`config.mk`:
```
export PLATFORM = sky130hd
export DESIGN_NAME = viterbi_frame_ctrl
export DESIGN_NICKNAME = d
export VERILOG_FILES = /design/src/rtl/viterbi_frame_ctrl.sv
export SDC_FILE = /design/constraint.sdc
export NUM_CORES = 1
export LEC_CHECK = 0
export BUFFER_PORTS_ARGS = -buffer_cell sky130_fd_sc_hd__buf_2
export CAP_MARGIN = 10
export CELL_PAD_IN_SITES_DETAIL_PLACEMENT = 0
export CELL_PAD_IN_SITES_GLOBAL_PLACEMENT = 2
export CORE_MARGIN = 2
export CORE_UTILIZATION = 37
export CTS_CLUSTER_DIAMETER = 80
export DETAILED_ROUTE_END_ITERATION = 10
export GPL_TIMING_DRIVEN = 0
export PLACE_DENSITY = 0.94
export SLEW_MARGIN = 20
export SYNTH_ARGS = -nofsm -noshare
export SYNTH_HDL_FRONTEND = slang
export SYNTH_SLANG_ARGS = --single-unit
```
`constraint.sdc`:
```
create_clock -name clk -period 4.06 [get_ports clk]
set_clock_uncertainty 0.1 [all_clocks]
set_input_delay 0.812 -clock clk [delete_from_list [all_inputs] [get_ports clk]]
set_output_delay 0.812 -clock clk [all_outputs]
set_load 0.005 [all_outputs]
```
`src/rtl/viterbi_frame_ctrl.sv`:
```
// viterbi_frame_ctrl: frame sequencer around the viterbi decoder.
// At frame start it clears the decoder BER counters. It then gates exactly
// FRAME_BITS soft symbols into the decoder sink and packs the decoded bits
// MSB-first into bytes on a one-entry ready/valid output. At frame end it
// latches the decoder error and normalization statistics.
//
// Parameters
//   FRAME_BITS   decoded bits (= symbols) per frame, multiple of 8, 8..65528
//   TIMEOUT_CYC  flush watchdog limit in cycles (used only with the macro)
//
// Optional feature macro: VITERBI_CTRL_TIMEOUT_EN
//   When defined, a watchdog aborts FLUSH after TIMEOUT_CYC cycles without a
//   decoded bit and raises timeout. When undefined, timeout is tied to 0.
//
// Ports
//   clk, reset                       clock, async active-high reset
//   start / busy                     frame request (IDLE only) / not idle
//   sym_val, sym_rdy, sym_rr, sym_eras            upstream symbol stream
//   dec_sink_val, dec_sink_rdy, dec_rr, dec_eras_sym  decoder sink side
//   dec_ber_clear                    decoder BER clear (one cycle)
//   dec_source_val, dec_source_rdy, dec_decbit    decoder bit output
//   dec_numerr, dec_normalizations   decoder statistics
//   byte_val, byte_rdy, byte_data    packed byte output, first bit in bit 7
//   frame_done                       one-cycle pulse at frame end
//   frame_numerr, frame_norms        statistics latched at frame end
//   timeout                          sticky watchdog abort flag
module viterbi_frame_ctrl #(
    parameter int unsigned FRAME_BITS  = 256,
    parameter int unsigned TIMEOUT_CYC = 1024
) (
    input  logic       clk,
    input  logic       reset,
    input  logic       start,
    output logic       busy,
    input  logic       sym_val,
    output logic       sym_rdy,
    input  logic [3:0] sym_rr,
    input  logic [3:0] sym_eras,
    output logic       dec_sink_val,
    input  logic       dec_sink_rdy,
    output logic [3:0] dec_rr,
    output logic [3:0] dec_eras_sym,
    output logic       dec_ber_clear,
    input  logic       dec_source_val,
    output logic       dec_source_rdy,
    input  logic       dec_decbit,
    input  logic [7:0] dec_numerr,
    input  logic [7:0] dec_normalizations,
    output logic       byte_val,
    input  logic       byte_rdy,
    output logic [7:0] byte_data,
    output logic       frame_done,
    output logic [7:0] frame_numerr,
    output logic [7:0] frame_norms,
    output logic       timeout
);

    localparam int unsigned CNT_W = 16;
    localparam logic [CNT_W-1:0] FRAME_LAST = CNT_W'(FRAME_BITS);

    // Elaboration-time parameter sanity check.
    if ((FRAME_BITS % 8) != 0 || FRAME_BITS < 8 || FRAME_BITS > 65528 || TIMEOUT_CYC == 0) begin : g_bad_param
        $error("viterbi_frame_ctrl: illegal FRAME_BITS or TIMEOUT_CYC");
    end

    typedef enum logic [2:0] {
        S_IDLE,
        S_CLEAR,
        S_RUN,
        S_FLUSH,
        S_DONE
    } state_t;

    state_t state, state_nxt;

    logic [CNT_W-1:0] sym_cnt;
    logic [CNT_W-1:0] bit_cnt;
    logic [6:0]       shreg;
    logic [7:0]       byte_q;
    logic             byte_vq;

    logic sym_done;
    logic bits_done;
    logic sym_open;
    logic bit_open;
    logic byte_last;
    logic sym_hs;
    logic bit_hs;
    logic byte_load;
    logic wd_fire;

    // Handshake gating, all combinational.
    assign sym_done  = (sym_cnt == FRAME_LAST);
    assign bits_done = (bit_cnt == FRAME_LAST);
    assign sym_open  = (state == S_RUN) && !sym_done;
    assign bit_open  = (state == S_RUN) || (state == S_FLUSH);
    assign byte_last = (bit_cnt[2:0] == 3'd7);

    assign sym_rdy      = sym_open && dec_sink_rdy;
    assign dec_sink_val = sym_open && sym_val;
    assign dec_rr       = sym_rr;
    assign dec_eras_sym = sym_eras;
    assign sym_hs       = sym_val && sym_rdy;

    // The 8th bit of a byte is held off while the byte register is full and not draining.
    assign dec_source_rdy = bit_open && !bits_done && !(byte_last && byte_vq && !byte_rdy);
    assign bit_hs         = dec_source_val && dec_source_rdy;
    assign byte_load      = bit_hs && byte_last;

    assign byte_val  = byte_vq;
    assign byte_data = byte_q;

    // State register.
    always_ff @(posedge clk or posedge reset) begin
        if (reset) begin
            state <= S_IDLE;
        end else begin
            state <= state_nxt;
        end
    end

    // Next state and state-decoded outputs.
    always_comb begin
        state_nxt     = state;
        busy          = 1'b1;
        dec_ber_clear = 1'b0;
        frame_done    = 1'b0;
        unique case (state)
            S_IDLE: begin
                busy = 1'b0;
                if (start) begin
                    state_nxt = S_CLEAR;
                end
            end
            S_CLEAR: begin
                dec_ber_clear = 1'b1;
                state_nxt     = S_RUN;
            end
            S_RUN: begin
                if (sym_done) begin
                    state_nxt = S_FLUSH;
                end
            end
            S_FLUSH: begin
                // Leave as the last byte drains so frame_done follows acceptance by one cycle.
                if (wd_fire) begin
                    state_nxt = S_DONE;
                end else if (bits_done && (!byte_vq || byte_rdy)) begin
                    state_nxt = S_DONE;
                end
            end
            S_DONE: begin
                frame_done = 1'b1;
                state_nxt  = S_IDLE;
            end
            default: begin
                state_nxt = S_IDLE;
            end
        endcase
    end

    // Symbol/bit counters and the bit shift register.
    always_ff @(posedge clk or posedge reset) begin
        if (reset) begin
            sym_cnt <= '0;
            bit_cnt <= '0;
            shreg   <= '0;
        end else if (state == S_CLEAR) begin
            sym_cnt <= '0;
            bit_cnt <= '0;
            shreg   <= '0;
        end else begin
            if (sym_hs) begin
                sym_cnt <= sym_cnt + CNT_W'(1);
            end
            if (bit_hs) begin
                bit_cnt <= bit_cnt + CNT_W'(1);
                shreg   <= {shreg[5:0], dec_decbit};
            end
        end
    end

    // One-entry byte register; a load wins over a simultaneous accept.
    always_ff @(posedge clk or posedge reset) begin
        if (reset) begin
            byte_q  <= '0;
            byte_vq <= 1'b0;
        end else if (byte_load) begin
            byte_q  <= {shreg, dec_decbit};
            byte_vq <= 1'b1;
        end else if (byte_rdy) begin
            byte_vq <= 1'b0;
        end
    end

    // Frame statistics, sampled during DONE.
    always_ff @(posedge clk or posedge reset) begin
        if (reset) begin
            frame_numerr <= '0;
            frame_norms  <= '0;
        end else if (state == S_DONE) begin
            frame_numerr <= dec_numerr;
            frame_norms  <= dec_normalizations;
        end
    end

`ifdef VITERBI_CTRL_TIMEOUT_EN
    localparam int unsigned WD_W = $clog2(TIMEOUT_CYC + 1);

    logic [WD_W-1:0] wd_cnt;
    logic            timeout_q;

    // Fires on the TIMEOUT_CYC-th consecutive FLUSH cycle without a decoded bit.
    assign wd_fire = (state == S_FLUSH) && !bit_hs && (wd_cnt == WD_W'(TIMEOUT_CYC - 1));
    assign timeout = timeout_q;

    // Watchdog counter and sticky timeout flag.
    always_ff @(posedge clk or posedge reset) begin
        if (reset) begin
            wd_cnt    <= '0;
            timeout_q <= 1'b0;
        end else begin
            if ((state == S_FLUSH) && !bit_hs && !wd_fire) begin
                wd_cnt <= wd_cnt + WD_W'(1);
            end else begin
                wd_cnt <= '0;
            end
            if ((state == S_IDLE) && start) begin
                timeout_q <= 1'b0;
            end else if (wd_fire) begin
                timeout_q <= 1'b1;
            end
        end
    end
`else
    assign wd_fire = 1'b0;
    assign timeout = 1'b0;
`endif

endmodule

```
## After elaboration in Yosys (flattened, before gate mapping)

Cells that the tools add are included.

- Add/sub/neg operators: 2
- Muxes and demuxes: 15
- Equal/unequal tests: 10
- Reduce and logical (&&, ||, !) cells: 23

Operator list:

| operator | number |
|---|---|
| $mux 16 | 4 |
| $add 16x1->16 const B | 2 |
| $eq 16x9->1 const B | 2 |
| $mux 7 | 2 |
| $pmux 3 s4 | 1 |
| $logic_and 1x1->1 | 11 |
| $mux 3 | 3 |
| $eq 3x2->1 const B | 2 |
| $eq 3x3->1 const B | 2 |
| $reduce_bool 2->1 | 3 |
| $logic_not 1->1 | 5 |
| $mux 1 | 5 |
| $ne 2x2->1 const B | 2 |
| $eq 3x1->1 const B | 1 |
| $logic_not 3->1 | 1 |
| $reduce_and 3->1 | 1 |
| $logic_or 1x1->1 | 2 |
| $ne 2x1->1 const B | 1 |

- Word-level logic and storage cells: 58
- Bits in registers: 67
- Output and inout port bits: 40

## Logic depth before layout (Yosys ltp)

Gate-level depths: netlist of run 1.

- Depth in word-level cells: 8
- Mapped depth: 8
- Depth with buffers taken out: 6

## Least setup slack after synthesis of run 1

OpenSTA, ideal clock, no wires.

- Kind: register to output
- Start point: register sym_cnt[0]
- End point: output port dec_sink_val
- Arrival time: 1707 ps
- Path slack: 1441 ps
- Cell stages (with the launch flop): 6
- Required time: 3148 ps
- Buffers on the path: 0
- Cell sequence: dfrtp_1 inv_1 ha_1 or4b_1 o41a_1 and3_1

- Longest elaborated chain between the ends: 4

Ends and longest elaborated chain:

| element | line | source |
|---|---|---|
| start: declaration | 76 | `logic [CNT_W-1:0] sym_cnt;` |
| start signal: assignment | 174 | `sym_cnt <= sym_cnt + CNT_W'(1);` |
| $eq 16x9->1 | 93 | `assign sym_done = (sym_cnt == FRAME_LAST);` |
| $logic_not 1->1 | 95 | `assign sym_open = (state == S_RUN) && !sym_done;` |
| $logic_and 1x1->1 | 95 |  |
| $logic_and 1x1->1 | 100 | `assign dec_sink_val = sym_open && sym_val;` |
| end: declaration | 39 | `output logic dec_sink_val,` |

No other way between the ends.

## Worst setup path after layout of run 1

- Start point: register sym_cnt[0]
- End point: output port sym_rdy

- Longest elaborated chain between the ends: 4

Ends and longest elaborated chain:

| element | line | source |
|---|---|---|
| $eq 16x9->1 | 93 |  |
| $logic_not 1->1 | 95 |  |
| $logic_and 1x1->1 | 95 |  |
| $logic_and 1x1->1 | 99 | `assign sym_rdy = sym_open && dec_sink_rdy;` |
| end: declaration | 36 | `output logic sym_rdy,` |

No other way between the ends.

==> results of run 1 <==
[sequential cells by signal (all words and copies together) (netlist names)]
name / flops
byte_val: 1
sym_cnt: 16
bit_cnt: 16
shreg: 7
frame_numerr: 8
state: 3
frame_norms: 8
byte_data: 8
[how the worst max path moves through the flow]
stage	startpoint	to	slack (ns)
final	sym_cnt[0]$_DFFE_PP0P_	sym_rdy	0.85
after global routing	sym_cnt[0]$_DFFE_PP0P_	dec_sink_val	0.70
after CTS	sym_cnt[0]$_DFFE_PP0P_	dec_sink_val	0.83
after detailed placement	sym_cnt[0]$_DFFE_PP0P_	dec_sink_val	1.21
after global placement	reset	sym_cnt[12]$_DFFE_PP0P_	0.57
after floorplan	sym_cnt[0]$_DFFE_PP0P_	dec_sink_val	1.44
[kinds of logic after synthesis]
logic type / after synthesis
AOI/OAI and AO/OA: 47
adders and majority gates: 5
buffers and inverters: 37
other: 1
and+or+nand+nor: 109
DFF: 67
muxes: 35
xor gates and xnor gates: 6
[layout make-up]
cell class	instances	area, µm²	area share
flip-flops and latches	67	1677	0.4149
clock buffers	10	127.6	0.03158
inverters	14	55.05	0.01362
plain buffers	23	150.1	0.03715
clock inverters	6	90.09	0.02229
multi-input cells	203	1476	0.3653
repair buffers	63	330.3	0.08173
well taps	108	135.1	0.03344
[through the flow]
stage | instance area [µm²] | utilization | instances | hold WS [ns]
2_1_floorplan | 3356 | - | 307 | 0.3670
3_3_place_gp | 3801 | 0.4338 | 477 | 0.3849
3_5_place_dp | 3824 | 0.4363 | 478 | 0.3897
4_1_cts | 4041 | 0.4612 | 494 | 0.3841
5_1_grt | 4041 | 0.4612 | 494 | 0.3994
6_report | 4041 | 0.4612 | 494 | 0.3756
[cell usage in the layout (no fill, tap or decap), types with 3 or more instances in the layout]
cell type  instances
nor4_1             5
nand2_1           17
mux2_2            25
and4_1             5
buf_2             64
o21ai_0            9
inv_1             12
buf_4             11
or3_1              4
and2_1             3
clkbuf_1           8
nand2b_1           3
o31ai_1           12
mux2_1             3
nand3_1           16
a21oi_1           18
dfrtp_1           67
or4_1             13
and3_1             3
mux2i_1            7
ha_1               5
nor2_1            13
xnor2_1            5
nand4_1            7
o211ai_1           3
clkbuf_8           9
[power by group]
part	total, µW	switching [µW]	internal [µW]	leakage, µW
Sequential	878	99.5	778	0.000861
Clock	610	263	347	0.000106
Combinational	319	149	170	0.000971
Total	1810	512	1300	0.00194
[critical path, cell delays in order (launching register included)]
cell,delay (ns)
dfrtp_1,0.41
inv_1,0.09
ha_1,0.14
or4b_1,0.49
o41a_1,0.50
and3_1,0.21
buf_2,0.12
[metal layers]
layer / up-vias / global-route usage
met1: 1291 / 0.1973
li1: 1266 / -
met3: 4 / 0.05411
met4: 0 / 0.03372
met2: 71 / 0.2391
met5: - / 0
==> results.py, run 1 <==
metrics = {
    "run_status": {
        "status": "completed",
    },
    "drt": {
        "drt_iter0_drc": 89,
        "wl_per_cell_um": 14.35,
        "met2WireLength_mm": 3.291,
        "top_layer": "met4",
        "met1Wirelength_mm": 3.247,
        "drc_errors": 0,
        "via_per_inst": 5.328,
        "first_pass_iters": 4,
        "wl_met3_um": 495,
        "ant_nets": 0,
        "wirelength_mm": 7.088,
        "num_vias": 2632,
    },
    "clocking": {
        "cts_buffer_depth": 2,
        "cts_root_buffer": "clkbuf_8",
        "cts.sinks": 67,
        "cts_hold_buf": 0,
        "cts.clk_slew.worst_paths_ns": 0.08,
        "clk_latency_ns": 0.34,
        "postCtsSetupRepairBufs": 0,
        "cts_buffers": 9,
        "cts_resized": 0,
        "cts_htree_levels": 3,
        "cts_tree": "built",
    },
    "timing": {
        "timing.final.crit_period_ns": 3.210,
        "maxSlewViolCount": 0,
        "fin_crit_sh": 0.7905,
        "setup_viol": 0,
        "fin_ws_ns": 0.8504,
        "hold_viol": 0,
        "tns_ns": 0,
        "rsz0062_at_grt": "false",
        "worst_pin_slew_ns": 0.7011,
        "slew_headroom": 0.5290,
        "fmax_mhz": 311.6,
    },
    "hold_path": {
        "worstHoldPathType": "in -> async",
    },
    "finish": {
        "syn_to_final_growth_pct": 20.43,
        "drive_above_1_share": 0.3342,
        "fillers": 842,
        "antennaDiodeCount": 0,
        "final_nets": 418,
    },
    "synthesis": {
        "synth_cells": 307,
        "ys.flop_type": "dfrtp_1",
        "synth_xor_area_frac": 0.01566,
        "syn-num-nets": 344,
        "yosysWarnings": 0,
        "ys_types": 50,
        "syn_avg_cell_area_um2": 10.93,
        "syn-cell-area_um2": 3356,
        "ys_seq_area_frac": 0.4996,
        "netlist.top_cell.by_area": "dfrtp_1",
        "ys_ff_latch": 67,
        "synth_edf_count": 0,
        "synth_top_family_by_area": "simple AND/OR/NAND/NOR gates",
        "synth_mux_area_frac": 0.1148,
        "synth_fa_ha_area_frac": 0.01864,
        "synthTopCellsByArea": "dfrtp_1 (50%), mux2_2 (8.4%), or4_1 (2.9%)",
        "yosys-top-cells-count": "dfrtp_1 (67), mux2_2 (25), a21oi_1 (18)",
        "synth_simple_gate_area_frac": 0.2025,
        "synth_compound_gate_area_share": 0.08725,
        "synth_top_area_share": 0.4996,
        "async_flop_share": 1.000,
        "yosysMostFrequentCell": "dfrtp_1",
    },
    "setup_path": {
        "crit_fanout": 5,
        "r2r-start": "bit_cnt[0]$_DFFE_PP0P_",
        "ff2ff_setup_slack_ns": 1.76,
        "reg2reg_to": "shreg[1]$_DFFE_PP0P_",
        "start_kind": "flop",
        "cp-end-kind": "output pin",
        "path_class": "reg -> out",
        "crit_required_ns": 3.15,
        "ff2ff_path_depth": 7,
        "arrival_ns": 2.30,
    },
    "power_and_ir_drop": {
        "total_power_uw": 1807,
        "p_per_area_nw_per_um2": 447.1,
        "p_leak_uw": 0.001938,
        "ir_drop_mv": 0.2717,
    },
    "floorplan": {
        "die_y_um": 99.24,
        "rows": 34,
        "io_pins": 72,
        "dieArea_um2": 9848,
        "die_x_um": 99.24,
        "initial_core_util": 0.3829,
        "core-area_um2": 8763,
    },
    "global_route": {
        "grt_pass1_vias": 2622,
        "grt_start_max_net_pins": 35,
        "overflow": 0,
        "antenna_found_initial": 0,
        "grt_pass1_wl_mm": 12.08,
        "grt_use_total": 0.1501,
    },
    "placement": {
        "io_buffers": 62,
        "place_ws_ns": 1.209,
        "place_congestion": 0.7508,
        "hpwl_mm": 5.117,
    },
    "job": {
        "maxCapViolations": 0,
    },
}
No activity file was read; power rests on OpenSTA's default activity.
==> run 2, diff against run 1 <==
--- a/config.mk
+++ b/config.mk
@@ -10,11 +10,11 @@
 export CELL_PAD_IN_SITES_DETAIL_PLACEMENT = 0
 export CELL_PAD_IN_SITES_GLOBAL_PLACEMENT = 2
 export CORE_MARGIN = 2
-export CORE_UTILIZATION = 37
+export CORE_UTILIZATION = 35
 export CTS_CLUSTER_DIAMETER = 80
 export DETAILED_ROUTE_END_ITERATION = 10
 export GPL_TIMING_DRIVEN = 0
-export PLACE_DENSITY = 0.94
+export PLACE_DENSITY = 0.9
 export SLEW_MARGIN = 20
 export SYNTH_ARGS = -nofsm -noshare
 export SYNTH_HDL_FRONTEND = slang
==> constraint.sdc (replaced) <==
create_clock -name clk -period 3.14 [get_ports clk]
set_clock_uncertainty 0.1 [all_clocks]
set_input_delay 0.628 -clock clk [delete_from_list [all_inputs] [get_ports clk]]
set_output_delay 0.628 -clock clk [all_outputs]
set_load 0.005 [all_outputs]
==> run 2 against run 1 <==
Hold slack worse by 0.22 ns. Global-route usage is 0.45 points lower. Non-clock buffer count stayed put. Setup slack worse by 0.69 ns. Die area is 5.5% higher. Register-to-register slack worse by 0.91 ns. Critical path depth stayed put. Critical endpoint is now dec_ber_clear. Highest routed layer unchanged.
==> results.py, run 2 (same netlist as run 1, synthesis figures left out) <==
metrics = {
    "setup_path": {
        "reg2reg_to": "shreg[5]$_DFFE_PP0P_",
        "path_class": "reg -> out",
        "ff2ff_path_depth": 7,
        "ff2ff_setup_slack_ns": 0.85,
        "crit_top_cell": "buf_2",
        "crit_required_ns": 2.41,
        "cpPeakStageDelay_ns": 0.43,
        "start_kind": "flop",
        "r2r-start": "bit_cnt[0]$_DFFE_PP0P_",
        "crit_slowest_cell": "or3b_2",
        "cp-end-kind": "output pin",
        "crit_fanout": 10,
        "arrival_ns": 2.26,
        "cp_cell_sequence": "buf_4 > or3b_2 > clkbuf_1 > inv_2 > buf_2 > buf_2",
    },
    "global_route": {
        "antenna_found_initial": 0,
        "grtUsageMet1": 0.1944,
        "grt_use_total": 0.1456,
        "grt_start_max_net_pins": 40,
        "top_usage_layer": "met2",
        "grt_pass1_vias": 2500,
        "grt_pass1_wl_mm": 12.10,
        "use_met3": 0.04925,
        "overflow": 0,
        "grtUsageMet2": 0.2308,
    },
    "placement": {
        "hpwl_mm": 5.091,
        "place_congestion": 0.7531,
        "io_buffers": 62,
    },
    "run_status": {
        "status": "completed",
    },
    "drt": {
        "drc_errors": 0,
        "first_pass_iters": 4,
        "num_vias": 2611,
        "ant_nets": 0,
        "wl_per_cell_um": 13.74,
        "drt_iter0_drc": 129,
        "wirelength_mm": 7.078,
        "via_per_inst": 5.070,
    },
    "clocking": {
        "cts_resized": 0,
        "cts_buffer_depth": 2,
        "clk_latency_ns": 0.34,
        "cts_root_buffer": "clkbuf_8",
        "cts_buffers": 9,
        "cts_tree": "built",
        "cts_htree_levels": 3,
        "postCtsSetupRepairBufs": 0,
        "cts_hold_buf": 0,
        "cts.clk_slew.worst_paths_ns": 0.08,
        "cts.sinks": 67,
    },
    "floorplan": {
        "dieArea_um2": 10390,
        "die_y_um": 101.9,
        "rows": 35,
        "core-area_um2": 9284,
        "initial_core_util": 0.3615,
        "die_x_um": 101.9,
        "io_pins": 72,
    },
    "power_and_ir_drop": {
        "p_leak_uw": 0.001911,
        "p_per_area_nw_per_um2": 543.8,
        "ir_drop_mv": 0.3546,
    },
    "timing": {
        "fmax_mhz": 335.1,
        "tns_ns": 0,
        "fin_crit_sh": 0.9504,
        "hold_viol": 0,
        "worst_pin_slew_ns": 0.6924,
        "setup_viol": 0,
        "hold_ws_ns": 0.1604,
        "timing.final.crit_period_ns": 2.984,
        "slew_headroom": 0.5348,
        "maxSlewViolCount": 0,
        "rsz0062_at_grt": "false",
    },
    "finish": {
        "register_area_um2": 1677,
        "final_common_cell": "dfrtp_1",
        "fillers": 910,
        "final_nets": 418,
        "top_regs": "bit_cnt: 16 flops, sym_cnt: 16 flops",
        "final_cell_mix": "dfrtp_1 (67), buf_2 (64), mux2_2 (25)",
        "drive_above_1_share": 0.3342,
        "multiInputGateArea_um2": 1476,
        "antennaDiodeCount": 0,
        "syn_to_final_growth_pct": 19.99,
    },
    "job": {
        "maxCapViolations": 0,
    },
    "hold_path": {
        "worstHoldPathType": "in -> async",
    },
}
[run 2: changes by cell type in the layout (fill, tap and decap cells not counted), sizes merged]
cell      previous run  this run
inv                 14        16
clkinvlp             1         3
bufinv               2         0
clkinv               3         1
[run 2: layout make-up]
type	instances	area share
Sequential cell	67	0.4164
Timing Repair Buffer	63	0.08204
Tap cell	129	0.04009
Clock inverter	6	0.01212
Inverter	14	0.01367
Multi-Input combinational cell	203	0.3667
Buffer	23	0.03729
Clock buffer	10	0.03170
[run 2: where the power goes]
part,internal [µW],leakage (µW),total (µW),switching (µW)
Sequential,1010,0.000861,1130,124
Combinational,219,0.000971,410,191
Clock,293,0.0000795,649,356
Total,1520,0.00191,2190,671
[run 2: worst max-delay path, delay by kind of cell, from the launching register on]
family / cells / cell delay (ns)
flip-flops: 1 / 0.37
buffers and inverters: 5 / 1.11
AND/OR/NAND/NOR: 1 / 0.43
[run 2: through the flow]
step | worst slack [ns] | instance area [µm²] | total power (µW) | util | std cells
finish | 0.1558 | 4026 | 2189 | 0.4337 | 515
global route | 0.03683 | 4026 | 2332 | 0.4337 | 515
detailed placement | 0.4657 | 3850 | 1563 | 0.4147 | 499
global placement | -0.1620 | 3827 | 1550 | 0.4123 | 498
floorplan | 0.7050 | 3356 | 1407 | - | 307
CTS | 0.08240 | 4026 | 2225 | 0.4337 | 515
[run 2: how the worst max path moves through the flow]
stage / startpoint / to / slack, ns / cells past startpoint
finish: state[1]$_DFFE_PP0P_ / dec_ber_clear / 0.16 / 6
CTS: sym_cnt[0]$_DFFE_PP0P_ / dec_sink_val / 0.08 / 6
global placement: reset / sym_cnt[11]$_DFFE_PP0P_ / -0.16 / 2
global route: state[1]$_DFFE_PP0P_ / dec_ber_clear / 0.04 / 6
floorplan: sym_cnt[0]$_DFFE_PP0P_ / dec_sink_val / 0.70 / 5
detailed placement: sym_cnt[0]$_DFFE_PP0P_ / dec_sink_val / 0.47 / 6
[run 2: layer usage]
layer  vias to the layer above  routed length, µm
met4                         0                 55
met2                        58               3327
met5                         -                  0
met1                      1273               3264
li1                       1273                  -
met3                         7                430
